[src/rtl/pipe_field_if.sv]
// pipe_field_if: bundle between game control / renderer and the pipe field.
//   Start, Lost : game-control levels into the pipe field
//   PipePosX    : packed pipe X positions, pipe i at [i*X_W +: X_W]
//   PipePosY    : packed pipe gap Y values, same packing
//   Score       : pipes passed this run (saturating)
//   Step        : pixels moved per tick
//   Running     : high only while the field is scrolling
// master = game control / renderer side, slave = pipe_field.
interface pipe_field_if #(
  parameter int NUM_PIPES = 3,
  parameter int X_W       = 11,
  parameter int Y_W       = 10,
  parameter int SCORE_W   = 8
);
  logic                     Start;
  logic                     Lost;
  logic [NUM_PIPES*X_W-1:0] PipePosX;
  logic [NUM_PIPES*Y_W-1:0] PipePosY;
  logic [SCORE_W-1:0]       Score;
  logic [2:0]               Step;
  logic                     Running;

  modport master (
    output Start, Lost,
    input  PipePosX, PipePosY, Score, Step, Running
  );

  modport slave (
    input  Start, Lost,
    output PipePosX, PipePosY, Score, Step, Running
  );
endinterface

[src/rtl/pipe_field.sv]
// pipe_field: multi-pipe scroller for Flappy.
//   Moves NUM_PIPES obstacles right-to-left by Step pixels every TICK_DIV
//   clocks, respawns a pipe off-screen with an LFSR-chosen gap once it runs
//   past X=0, scores pipes crossing BIRD_X and speeds up every LEVEL_EVERY
//   points.
// Ports:
//   Clk   : system clock
//   Reset : asynchronous active-low reset
//   bus   : pipe_field_if.slave (Start/Lost in; positions, score, step,
//           running out)
module pipe_field #(
  parameter int          NUM_PIPES   = 3,
  parameter int          X_W         = 11,
  parameter int          Y_W         = 10,
  parameter int          START_X     = 640,
  parameter int          SPACING     = 256,
  parameter int          TICK_DIV    = 500000,
  parameter int          GAP_MIN     = 75,
  parameter int          GAP_RANGE   = 300,
  parameter int          BIRD_X      = 160,
  parameter int          LEVEL_EVERY = 5,
  parameter int          MAX_STEP    = 4,
  parameter int          SCORE_W     = 8,
  parameter logic [15:0] LFSR_SEED   = 16'hACE1
) (
  input logic          Clk,
  input logic          Reset,
  pipe_field_if.slave  bus
);

  localparam int               CNT_W      = (TICK_DIV > 1) ? $clog2(TICK_DIV) : 1;
  localparam logic [CNT_W-1:0] TICK_LAST  = CNT_W'(TICK_DIV - 1);
  localparam logic [X_W-1:0]   WRAP_ADD   = X_W'(NUM_PIPES * SPACING);
  localparam logic [X_W-1:0]   BIRD_V     = X_W'(BIRD_X);
  localparam logic [SCORE_W-1:0] LEVEL_V  = SCORE_W'(LEVEL_EVERY);
  localparam logic [2:0]       STEP_MAX_V = 3'(MAX_STEP);

  typedef enum logic [1:0] {
    IDLE = 2'd0,
    RUN  = 2'd1,
    LOST = 2'd2
  } state_t;

  state_t             state_r;
  logic [CNT_W-1:0]   cnt_r;
  logic [X_W-1:0]     x_r [NUM_PIPES];
  logic [Y_W-1:0]     y_r [NUM_PIPES];
  logic [SCORE_W-1:0] score_r;
  logic [2:0]         step_r;
  logic [15:0]        lfsr_r;
  logic               running_r;

  logic [X_W-1:0]     x_tick_s [NUM_PIPES];
  logic [Y_W-1:0]     y_tick_s [NUM_PIPES];
  logic [15:0]        lfsr_walk_s;
  logic [3:0]         pass_cnt_s;
  logic [SCORE_W:0]   score_sum_s;
  logic [SCORE_W-1:0] score_tick_s;
  logic [2:0]         step_tick_s;
  logic               level_up_s;

  // Galois LFSR, taps x^16+x^14+x^13+x^11, shifting right.
  function automatic logic [15:0] lfsr_next(input logic [15:0] v);
    return {1'b0, v[15:1]} ^ (v[0] ? 16'hB400 : 16'h0000);
  endfunction

  // Fold the low 9 LFSR bits into [0, GAP_RANGE) and offset by GAP_MIN.
  function automatic logic [Y_W-1:0] gap_of(input logic [15:0] v);
    logic [8:0] r;
    if (v[8:0] < 9'(GAP_RANGE)) begin
      r = v[8:0];
    end else begin
      r = v[8:0] - 9'(GAP_RANGE);
    end
    return Y_W'(GAP_MIN) + Y_W'(r);
  endfunction

  function automatic logic [X_W-1:0] x_init(input int i);
    return X_W'(START_X + i * SPACING);
  endfunction

  function automatic logic [Y_W-1:0] y_init(input int i);
    return Y_W'(GAP_MIN + i * 32);
  endfunction

  // Next positions, score and step assuming the current cycle is a tick.
  always_comb begin
    lfsr_walk_s = lfsr_r;
    pass_cnt_s  = 4'd0;
    for (int i = 0; i < NUM_PIPES; i++) begin
      if (x_r[i] >= X_W'(step_r)) begin
        x_tick_s[i] = x_r[i] - X_W'(step_r);
        y_tick_s[i] = y_r[i];
        if ((x_r[i] > BIRD_V) && (x_tick_s[i] <= BIRD_V)) begin
          pass_cnt_s = pass_cnt_s + 4'd1;
        end else begin
          pass_cnt_s = pass_cnt_s;
        end
      end else begin
        // Wrap modulo 2^X_W; each wrapping pipe consumes the next LFSR value.
        x_tick_s[i] = x_r[i] - X_W'(step_r) + WRAP_ADD;
        y_tick_s[i] = gap_of(lfsr_walk_s);
        lfsr_walk_s = lfsr_next(lfsr_walk_s);
      end
    end
    score_sum_s = {1'b0, score_r} + (SCORE_W + 1)'(pass_cnt_s);
    if (score_sum_s[SCORE_W]) begin
      score_tick_s = '1;
    end else begin
      score_tick_s = score_sum_s[SCORE_W-1:0];
    end
    level_up_s = (score_tick_s > score_r) && ((score_tick_s % LEVEL_V) == '0);
    if (level_up_s && (step_r < STEP_MAX_V)) begin
      step_tick_s = step_r + 3'd1;
    end else begin
      step_tick_s = step_r;
    end
  end

  // Game FSM with tick divider; all outputs are registers updated here.
  always_ff @(posedge Clk or negedge Reset) begin
    if (!Reset) begin
      state_r   <= IDLE;
      running_r <= 1'b0;
      cnt_r     <= '0;
      score_r   <= '0;
      step_r    <= 3'd1;
      lfsr_r    <= LFSR_SEED;
      for (int i = 0; i < NUM_PIPES; i++) begin
        x_r[i] <= x_init(i);
        y_r[i] <= y_init(i);
      end
    end else begin
      case (state_r)
        IDLE: begin
          cnt_r   <= '0;
          score_r <= '0;
          step_r  <= 3'd1;
          for (int i = 0; i < NUM_PIPES; i++) begin
            x_r[i] <= x_init(i);
            y_r[i] <= y_init(i);
          end
          if (bus.Start) begin
            state_r   <= RUN;
            running_r <= 1'b1;
          end else begin
            state_r   <= IDLE;
            running_r <= 1'b0;
          end
        end
        RUN: begin
          if (bus.Lost) begin
            // Lost wins over a coincident tick: nothing moves this cycle.
            state_r   <= LOST;
            running_r <= 1'b0;
          end else begin
            state_r   <= RUN;
            running_r <= 1'b1;
            if (cnt_r == TICK_LAST) begin
              cnt_r   <= '0;
              score_r <= score_tick_s;
              step_r  <= step_tick_s;
              lfsr_r  <= lfsr_walk_s;
              for (int i = 0; i < NUM_PIPES; i++) begin
                x_r[i] <= x_tick_s[i];
                y_r[i] <= y_tick_s[i];
              end
            end else begin
              cnt_r <= cnt_r + CNT_W'(1);
            end
          end
        end
        LOST: begin
          running_r <= 1'b0;
          if (bus.Start) begin
            // Reinitialise on the way into IDLE so IDLE shows init values.
            state_r <= IDLE;
            cnt_r   <= '0;
            score_r <= '0;
            step_r  <= 3'd1;
            for (int i = 0; i < NUM_PIPES; i++) begin
              x_r[i] <= x_init(i);
              y_r[i] <= y_init(i);
            end
          end else begin
            state_r <= LOST;
          end
        end
        default: begin
          state_r   <= IDLE;
          running_r <= 1'b0;
          cnt_r     <= '0;
        end
      endcase
    end
  end

  // Pack the per-pipe registers onto the output buses.
  always_comb begin
    bus.PipePosX = '0;
    bus.PipePosY = '0;
    for (int i = 0; i < NUM_PIPES; i++) begin
      bus.PipePosX[i*X_W +: X_W] = x_r[i];
      bus.PipePosY[i*Y_W +: Y_W] = y_r[i];
    end
    bus.Score   = score_r;
    bus.Step    = step_r;
    bus.Running = running_r;
  end

endmodule

[src/flat_wrapper.sv]
// flat-port wrapper written by rule: the top's interface ports become plain ports
module pipe_field_flat 
#(
  parameter int          NUM_PIPES   = 3,
  parameter int          X_W         = 11,
  parameter int          Y_W         = 10,
  parameter int          START_X     = 640,
  parameter int          SPACING     = 256,
  parameter int          TICK_DIV    = 500000,
  parameter int          GAP_MIN     = 75,
  parameter int          GAP_RANGE   = 300,
  parameter int          BIRD_X      = 160,
  parameter int          LEVEL_EVERY = 5,
  parameter int          MAX_STEP    = 4,
  parameter int          SCORE_W     = 8,
  parameter logic [15:0] LFSR_SEED   = 16'hACE1
)
  (Clk, Reset, bus_Start, bus_Lost, bus_PipePosX, bus_PipePosY, bus_Score, bus_Step, bus_Running);
  pipe_field_if #(.NUM_PIPES(NUM_PIPES), .X_W(X_W), .Y_W(Y_W), .SCORE_W(SCORE_W)) bus_i ();
  input logic Clk;
  input logic Reset;
  input wire logic [$bits(bus_i.Start)-1:0] bus_Start;
  input wire logic [$bits(bus_i.Lost)-1:0] bus_Lost;
  output wire logic [$bits(bus_i.PipePosX)-1:0] bus_PipePosX;
  output wire logic [$bits(bus_i.PipePosY)-1:0] bus_PipePosY;
  output wire logic [$bits(bus_i.Score)-1:0] bus_Score;
  output wire logic [$bits(bus_i.Step)-1:0] bus_Step;
  output wire logic [$bits(bus_i.Running)-1:0] bus_Running;
  assign bus_i.Start = bus_Start;
  assign bus_i.Lost = bus_Lost;
  assign bus_PipePosX = bus_i.PipePosX;
  assign bus_PipePosY = bus_i.PipePosY;
  assign bus_Score = bus_i.Score;
  assign bus_Step = bus_i.Step;
  assign bus_Running = bus_i.Running;
  pipe_field #(.NUM_PIPES(NUM_PIPES), .X_W(X_W), .Y_W(Y_W), .START_X(START_X), .SPACING(SPACING), .TICK_DIV(TICK_DIV), .GAP_MIN(GAP_MIN), .GAP_RANGE(GAP_RANGE), .BIRD_X(BIRD_X), .LEVEL_EVERY(LEVEL_EVERY), .MAX_STEP(MAX_STEP), .SCORE_W(SCORE_W), .LFSR_SEED(LFSR_SEED)) u_core (.Clk(Clk), .Reset(Reset), .bus(bus_i));
endmodule
[config.mk]
export PLATFORM = sky130hd
export DESIGN_NAME = pipe_field_flat
export DESIGN_NICKNAME = d
export VERILOG_FILES = /design/src/rtl/pipe_field_if.sv /design/src/rtl/pipe_field.sv /design/src/flat_wrapper.sv
export SDC_FILE = /design/constraint.sdc
export NUM_CORES = 1
export LEC_CHECK = 0
export ABC_AREA = 1
export CAP_MARGIN = 10
export CORE_UTILIZATION = 35
export DETAILED_ROUTE_END_ITERATION = 8
export GPL_TIMING_DRIVEN = 0
export SLEW_MARGIN = 5
export SYNTH_ARGS = -nofsm -noshare
export SYNTH_HDL_FRONTEND = slang
export SYNTH_SLANG_ARGS = --single-unit
[constraint.sdc]
create_clock -name Clk -period 25.1 [get_ports Clk]
set_input_delay 5.02 -clock Clk [delete_from_list [all_inputs] [get_ports Clk]]
set_output_delay 5.02 -clock Clk [all_outputs]
set_load 0.1 [all_outputs]
Yosys cells after proc, flatten, opt, wreduce, memory -nomap -nowiden
Index checks and enable logic that the tools add are counted.

Logic and storage cells: 126. Register bits after elaboration: 112. Output and inout port bits: 75.

Div/mod/pow operators: 1. Add/sub/neg operators: 17. Multiplexer cells: 53. Bitwise operators: 4. Equal/unequal tests: 10. Reduce and logical (&&, ||, !) cells: 15. Magnitude comparators: 14.

Operators with widths (number): two-way mux 33 bit (3); one-hot mux 33 bit (3 select lines) (1); two-way mux 16 bit (6); two-way mux 30 bit (3); one-hot mux 30 bit (3 select lines) (1); two-way mux 19 bit (3); two-way mux 9 bit (6); XOR 15 x 16 -> 16 bit (3); one-hot mux 19 bit (2 select lines) (1); adder 11 x 10 -> 11 bit (second input constant) (3); greater-or-equal comparator 11 x 3 -> 1 bit (3); greater-than comparator 11 x 8 -> 1 bit (second input constant) (3); less-or-equal comparator 11 x 8 -> 1 bit (second input constant) (3); two-way mux 11 bit (3); subtractor 11 x 3 -> 11 bit (3); two-way mux 8 bit (4); adder 7 x 9 -> 10 bit (first input constant) (3); two-way mux 10 bit (3); < comparator 9 bit (second input constant) (3); subtractor 9 bit (second input constant) (3); one-hot mux 8 bit (3 select lines) (1); two-way mux 4 bit (5); AND reduction 5 bit (4); adder 19 x 1 -> 19 bit (second input constant) (1); other kinds (25) (42).

Logic depth before layout (Yosys ltp)
Gate-level depths: netlist of the first run.

Word-level depth: 21. Gate-level depth with buffers: 68. Mapped depth without buffers: 68.

Least setup slack after synthesis of the first run
No wires, ideal clock.

Path type: reg2reg. Start point: register u_core.x_r (netlist bit u_core.bus.PipePosX[11]). End point: register u_core.step_r[1] (netlist: u_core.bus.Step[1]). Stages on the path, launching flop included: 61. Library setup time: 123 ps. Path slack: 16369 ps. Clock period less this slack: 8731 ps. Buffers on the path: 0. Data arrival time: 8608 ps. Cells stage by stage: dfrtp_1 inv_1 ha_1 fa_1 o21ai_0 nor2_1 xor2_1 ha_1 nand3_1 nor3_1 nand2_1 a2111oi_0 ha_1 nand2_1 nand2_1 ha_1 mux2_2 fa_1 (+25 left out) nand2_1 ha_1 nand3_1 nand2_1 nor2_4 nand3_1 nand2_1 inv_1 ha_1 nand2_1 nand2_1 nand2_1 nor2_1 nand2_1 nand2_2 nand2_1 nand2_1 nand2_1.

Cells in the longest elaborated chain, start to end: 16.

Ends and longest elaborated chain: start: declaration (RTL line pipe_field.sv:46) `logic [X_W-1:0] x_r [NUM_PIPES];`; start signal: indexed assignment (RTL line pipe_field.sv:130) `x_r[i] <= x_init(i);`; start signal: indexed assignment (RTL line pipe_field.sv:140) `x_r[i] <= x_init(i);`; start signal: indexed assignment (RTL line pipe_field.sv:165) `x_r[i] <= x_tick_s[i];`; subtractor 11 x 3 -> 11 bit (RTL line pipe_field.sv:92) `x_tick_s[i] = x_r[i] - X_W'(step_r);`; less-or-equal comparator 11 x 8 -> 1 bit (RTL line pipe_field.sv:94) `if ((x_r[i] > BIRD_V) && (x_tick_s[i] <= BIRD_V)) begin`; logical AND 1 bit (RTL line pipe_field.sv:94); two-way mux 4 bit (RTL line pipe_field.sv:94); two-way mux 4 bit (*) (RTL line pipe_field.sv:91) `if (x_r[i] >= X_W'(step_r)) begin`; adder 4 x 1 -> 4 bit (RTL line pipe_field.sv:95) `pass_cnt_s = pass_cnt_s + 4'd1;`; two-way mux 4 bit (RTL line pipe_field.sv:94); two-way mux 4 bit (*) (RTL line pipe_field.sv:91); adder 8 x 4 -> 9 bit (*) (RTL line pipe_field.sv:106) `score_sum_s = {1'b0, score_r} + (SCORE_W + 1)'(pass_cnt_s);`; two-way mux 8 bit (*) (RTL line pipe_field.sv:107) `if (score_sum_s[SCORE_W]) begin`; remainder unit 8 x 3 -> 8 bit (RTL line pipe_field.sv:112) `level_up_s = (score_tick_s > score_r) && ((score_tick_s % LEVEL_V) == '0);`; zero test 8 bit (RTL line pipe_field.sv:112); logical AND 1 bit (*) (RTL line pipe_field.sv:112); logical AND 1 bit (*) (RTL line pipe_field.sv:113) `if (level_up_s && (step_r < STEP_MAX_V)) begin`; inequality test 2 x 1 -> 1 bit (no source line) (*); AND reduction 5 bit (no source line) (*); end signal: assignment (RTL line pipe_field.sv:162) `step_r <= step_tick_s;`; end: declaration (RTL line pipe_field.sv:49) `logic [2:0] step_r;`.

Mark *: on every way between the ends. The rest lies on a longest branch, timed or not. A chain may end at the register's enable or synchronous reset.

Worst setup path in the final report of the first run
Start point: register u_core.step_r[0] (netlist: u_core.bus.Step[0]). End point: register u_core.step_r[1] (netlist: u_core.bus.Step[1]).

Cells in the longest elaborated chain, start to end: 19.

Ends and longest elaborated chain (RTL line): subtractor 11 x 3 -> 11 bit (pipe_field.sv:92); less-or-equal comparator 11 x 8 -> 1 bit (pipe_field.sv:94); logical AND 1 bit (pipe_field.sv:94); two-way mux 1 bit (pipe_field.sv:94); two-way mux 4 bit (pipe_field.sv:91); adder 4 x 1 -> 4 bit (pipe_field.sv:95); two-way mux 4 bit (pipe_field.sv:94); two-way mux 4 bit (pipe_field.sv:91); (+3 left out); adder 8 x 4 -> 9 bit (pipe_field.sv:106); two-way mux 8 bit (pipe_field.sv:107); remainder unit 8 x 3 -> 8 bit (pipe_field.sv:112); zero test 8 bit (pipe_field.sv:112); logical AND 1 bit (pipe_field.sv:112); logical AND 1 bit (pipe_field.sv:113); inequality test 2 x 1 -> 1 bit (no source line); AND reduction 5 bit (no source line).

Parallel ways exist; a longest one is shown, timed or not. The select of a mux whose other input is x is not followed.

==> results of run 1 <==
-- placed cells by master (no fill, tap or decap), types with 4 or more instances in the layout --
| master | instances |
|---|---|
| a211oi_1 | 4 |
| a21oi_1 | 56 |
| a31oi_1 | 5 |
| clkbuf_1 | 19 |
| clkbuf_16 | 9 |
| clkdlybuf4s50_1 | 77 |
| dfrtp_1 | 83 |
| dfstp_2 | 29 |
| fa_1 | 4 |
| ha_1 | 36 |
| inv_1 | 169 |
| inv_2 | 7 |
| mux2i_1 | 4 |
| nand2_1 | 252 |
| nand2_2 | 14 |
| nand2_4 | 4 |
| nand3_1 | 54 |
| nand3_2 | 4 |
| nand4_1 | 9 |
| nor2_1 | 115 |
| nor2_4 | 4 |
| nor3_1 | 25 |
| nor4_1 | 9 |
| o2111ai_1 | 4 |
| o21ai_0 | 92 |
| o21ai_1 | 10 |
| o22ai_1 | 33 |
| or2_2 | 4 |
| xnor2_1 | 7 |
| xor2_1 | 41 |
-- registers in the layout (all words and copies together), names as in the netlist --
signal / count
u_core.lfsr_r: 16
u_core.cnt_r: 19
u_core.bus.PipePosY: 30
u_core.bus.Running: 1
u_core.state_r: 2
u_core.bus.Score: 8
u_core.bus.PipePosX: 33
u_core.bus.Step: 3
-- through the flow --
| stage | setup slack [ps] | hold slack (ps) | total power [W] |
|---|---|---|---|
| 2_1_floorplan | 16370 | 462 | 0.000755 |
| 3_3_place_gp | 14480 | 458 | 0.000924 |
| 3_5_place_dp | 15940 | 462 | 0.000926 |
| 4_1_cts | 15900 | 484 | 0.00108 |
| 5_1_grt | 14900 | 516 | 0.00116 |
| 6_report | 15960 | 477 | 0.00108 |
-- power groups by stage --
stage / registers (W) / clock network (W) / logic [W]
after detailed placement: 0.000249 / 0 / 0.000677
after global routing: 0.000250 / 0.000160 / 0.000745
final: 0.000246 / 0.000151 / 0.000679
after floorplan: 0.000423 / 0 / 0.000332
after global placement: 0.000250 / 0 / 0.000674
after CTS: 0.000246 / 0.000154 / 0.000682
-- tightest hold or removal path, cell delays in order (launching register included) --
cell,delay (ps)
dfstp_2,370
nand2_1,60
nand2_1,50
-- per-layer routing --
metal	share of wire [%]	up-vias	track usage, %	wire length [um]
met3	3.9	19	2.93	835
met5	0	-	0	0
met1	48	3511	24.8	10300
met2	46	136	31.1	9810
li1	-	3907	-	-
met4	1.3	0	4.62	270
-- worst max path at each step --
stage                                        from                  to  cells after the start
final                          u_core.bus.Step[0]  u_core.bus.Step[1]                     59
after detailed placement       u_core.bus.Step[0]  u_core.bus.Step[1]                     59
after global routing           u_core.bus.Step[1]  u_core.bus.Step[1]                     61
after global placement                      Reset    u_core.cnt_r[10]                      1
after CTS                      u_core.bus.Step[0]  u_core.bus.Step[1]                     59
after floorplan           u_core.bus.PipePosX[11]  u_core.bus.Step[1]                     60
-- cell families after synthesis --
logic type	count (synthesis)	synth area share, %
multiplexers	5	0.633
adder cells (fa/ha/maj)	40	6.55
XOR/XNOR	48	5.19
flip-flops	112	35.1
buffers and inverters	200	9.30
AO/OA/AOI/OAI	226	16.0
AND/OR/NAND/NOR	504	27.3
-- area by class of cell --
cell class | instances | share of cell area, %
Multi-Input combinational cell | 823 | 47.1
Sequential cell | 112 | 29.7
Timing Repair Buffer | 79 | 8.46
Inverter | 178 | 7.00
Tap cell | 285 | 3.73
Clock buffer | 11 | 2.54
Buffer | 22 | 0.876
Clock inverter | 5 | 0.602
==> results_dict.tcl, run 1 <==
set metrics [dict create \
    status "finished clean" \
    pwr-share-clk_pct 14.0 \
    seqCellArea_um2 2840 \
    yosys-top-cells-area "dfrtp_1 26%, nand2_1 12%, dfstp_2 9.4%, inv_1 7.8%, o21ai_0 5.7%" \
    fin_crit_sh_pct 36.4 \
    fmax_mhz 109 \
    setup_tns_ps 0 \
    vias_per_cell 5.00 \
    syn_nets 1179 \
    hold_depth 2 \
    drive_above_1_share_pct 7.64 \
    skew_ps 11.9 \
    fin_area_um2 9570 \
    die_width_um 154 \
    switching_power_w 0.000592 \
    cp_max_fo 7 \
    cpPeakStageDelay_ps 510 \
    htreeDepth 3 \
    cpMostUsedCell "nand2_1" \
    syn2layout_area_growth_pct 18.1 \
    dr.first_iter.drc_count 417 \
    syn_area_um2 8100 \
    cp_slowest_cell "a2111oi_0" \
    required_ps 25360 \
    port_buffers 78 \
    cts_tree "built" \
    avgSynthCellArea_um2 7.14 \
    coreArea_um2 22600 \
    cts_root_buf "clkbuf_16" \
    whs_endpoint "u_core.bus.PipePosY[10]" \
    relSlewSlack_pct 27.3 \
    drc 0 \
    crit_type "reg2reg" \
    postPlaceCellArea_um2 9270 \
    synth_flop_cell "dfrtp_1" \
    worstMarginPinSlew_ps 1080 \
    overflow 0 \
    ys_ff_latch 112 \
    yosysSeqAreaShare_pct 35.1 \
    multiInputGateArea_um2 4510 \
    drt-total-wl_um 21200 \
    start_util_pct 35.8 \
    synth_edf_count 0 \
    die_h_um 154 \
    min_path_type "reg2reg" \
    postCtsSetupBuffers 0 \
    ios 79 \
    dpl.cell_count 1499 \
    rows 55 \
    critPathArrivalTime_ps 9400 \
    grt_max_degree 74 \
    hpwl_um 16200 \
    hold_viol_final 0 \
    numCtsBuffers 9 \
    r2r-end "u_core.bus.Step[1]" \
    via_count 7573 \
    ff2ff_path_depth 59 \
    die-area_um2 23800 \
    path_delay_family "simple AND/OR/NAND/NOR gates" \
    yosysMostFrequentCell "nand2_1" \
    netSwitchingFraction_pct 55.1 \
    cts_buffer_depth 2 \
    antenna_found_initial 0 \
    holdBufCountCts 0 \
    final_cells 1515 \
    fin_util_pct 42.2 \
    drv_cap 0 \
    async_reset_ff_share_pct 100 \
    end_kind "flip-flop" \
    leakagePower_nw 4.68 \
    vdd_ir_drop_max_mv 0.0775 \
    ys_types 51 \
    p_seq_share_pct 22.9 \
    synth_commonest_cells "252 x nand2_1, 169 x inv_1, 115 x nor2_1" \
    synth_top_area_share_pct 25.6 \
    finalSetupViolations 0 \
    nFillCells 2307 \
    r2r_slack_ps 15960 \
    rsz0062_at_grt "false" \
    insertion_delay_ps 360 \
    n_antenna_cell 0 \
    slew_violations 0 \
    grt_first_pass_wirelength_um 35600 \
    drtAntennaViolNets 0 \
    r2r-start "u_core.bus.Step[0]" \
    power_frac_comb_pct 63.1 \
    track_usage_pct 18.5 \
    timing.final.crit_period_ps 9140 \
    finalNetCount 1269 \
    worst_setup_path_start_kind "flip-flop" \
    hold_start "u_core.bus.PipePosY[10]" \
    pwr_density_cell_nw_per_um2 112 \
    netlist_instances 1135 \
    drt_pass1_iterations 5 \
    wl_per_cell_um 14.0 \
    synth_top_cell_by_area "dfrtp_1" \
    clk_pin_slew_ps 80 \
    crit_buf_inv 4 \
    cts_resized 0 \
    yosys_warnings 0 \
    clock-sinks 112 \
    first_global_vias 7217 \
    p_int_w 0.000483 \
    gp_congestion 0.870 \
]
(Power assumes the default switching activity.)
==> run 2, diff against run 1 <==
Clock period 25.1 ns to 9.4 ns, I/O delays scaled along.
==> results_dict.tcl, run 2 (same netlist as run 1, synthesis figures left out) <==
set metrics [dict create \
    finalNetCount 1275 \
    final_cell_mix "252 x nand2_1, 168 x inv_1, 114 x nor2_1, 91 x o21ai_0, 82 x dfrtp_1" \
    dpl.cell_count 1499 \
    drv_cap 0 \
    final_common_cell "nand2_1" \
    fmax_mhz 116 \
    pwr_density_cell_nw_per_um2 300 \
    grt_first_pass_wirelength_um 35600 \
    end_kind "flip-flop" \
    min_path_type "reg2reg" \
    r2r-start "u_core.bus.Step[0]" \
    worst_setup_path_start_kind "flip-flop" \
    r2r_slack_ps 800 \
    fin_util_pct 42.7 \
    relSlewSlack_pct 28.6 \
    ff2ff_path_depth 59 \
    wl_per_cell_um 14.0 \
    hold_viol_final 0 \
    timing.final.crit_period_ps 8600 \
    holdBufCountCts 0 \
    first_global_vias 7217 \
    hold_depth 2 \
    cpMostUsedCell "nand2_1" \
    fin_area_um2 9660 \
    start_util_pct 35.8 \
    r2r-end "u_core.bus.Step[1]" \
    overflow 0 \
    rows 55 \
    worstMarginPinSlew_ps 1060 \
    postPlaceCellArea_um2 9270 \
    cts_buffer_depth 2 \
    cts_tree "built" \
    cp_slowest_cell "fa_1" \
    drive_above_1_share_pct 8.98 \
    numCtsBuffers 9 \
    largest_reg_flops 33 \
    skew_ps 11.2 \
    syn2layout_area_growth_pct 19.3 \
    finalSetupViolations 0 \
    coreArea_um2 22600 \
    die_h_um 154 \
    status "finished clean" \
    dr.first_iter.drc_count 453 \
    clk_pin_slew_ps 80 \
    vdd_ir_drop_max_mv 0.207 \
    final_cells 1521 \
    drc 0 \
    vias_per_cell 5.00 \
    cp_max_fo 7 \
    setup_tns_ps 0 \
    drtAntennaViolNets 0 \
    whs_endpoint "u_core.bus.PipePosY[10]" \
    hpwl_um 16200 \
    die-area_um2 23800 \
    track_usage_pct 18.5 \
    required_ps 9660 \
    hold_start "u_core.bus.PipePosY[10]" \
    port_buffers 78 \
    htreeDepth 3 \
    die_width_um 154 \
    insertion_delay_ps 360 \
    leakagePower_nw 4.72 \
    crit_type "reg2reg" \
    slew_violations 0 \
    drt_pass1_iterations 5 \
    cpPeakStageDelay_ps 440 \
    n_antenna_cell 0 \
    clock-sinks 112 \
    critPathArrivalTime_ps 8860 \
    grt_max_degree 74 \
    drt-total-wl_um 21300 \
    gp_congestion 0.870 \
    via_count 7612 \
    antenna_found_initial 0 \
    ios 79 \
    cts_root_buf "clkbuf_16" \
    fin_crit_sh_pct 91.5 \
]
## run 2: changes by cell type in the layout (fill, tap and decap cells not counted), sizes merged
cell / delta
buf: +6
## run 2: worst max-delay path: cells and delay by family (launching register included)
family	cells	cell delay, ps
buffers and inverters	4	220
adder cells (fa/ha/maj)	10	2730
AND/OR/NAND/NOR	39	3570
AO/OA/AOI/OAI	4	1000
multiplexers	1	290
flip-flops	1	430
XOR/XNOR	1	250
## run 2: cell type report
type                       count  area (um^2)
buffer                        22         83.8
clock buffer                  11          243
clock inverter                 5         57.6
fill                        2289        13000
inverter                     178          669
multi-input combinational    823         4560
sequential                   112         2840
tap                          285          357
timing repair buffer          85          855
## run 2: how the worst max path moves through the flow
stage	from	endpoint	slack (ps)	cells after the start
floorplan	u_core.bus.PipePosX[11]	u_core.bus.Step[1]	670	60
detailed placement	u_core.bus.Step[0]	u_core.bus.Step[1]	240	59
CTS	u_core.bus.Step[0]	u_core.bus.Step[1]	200	59
finish	u_core.bus.Step[0]	u_core.bus.Step[1]	800	59
global placement	u_core.bus.Step[0]	u_core.bus.Step[1]	250	59
global route	u_core.bus.PipePosX[11]	u_core.bus.Step[1]	-20	60
## run 2: repair_timing
| action | 4_1_cts | 5_1_grt |
|---|---|---|
| setup buffers | 0 | 6 |
| endpoints found under the setup margin | 0 | 3 |
| gates resized for setup | 0 | 14 |
## run 2: metrics by stage
stage	power (W)	worst slack [ps]	hold WS, ps
finish	0.00290	800	477
global route	0.00312	-16.8	516
detailed placement	0.00247	238	462
floorplan	0.00202	669	462
global placement	0.00247	254	458
CTS	0.00289	202	484
## run 2: where the power goes
| part | internal [W] | leakage [nW] | switching, W |
|---|---|---|---|
| logic | 0.000513 | 3.19 | 0.00133 |
| clock network | 0.000214 | 0.138 | 0.000187 |
| registers | 0.000579 | 1.39 | 0.0000759 |
| total | 0.00131 | 4.72 | 0.00159 |
## run 2: layer usage
layer / routed length (um) / track usage (%)
met5: 0 / 0
met2: 9870 / 31.1
met1: 10300 / 24.8
met4: 265 / 4.62
met3: 804 / 2.93
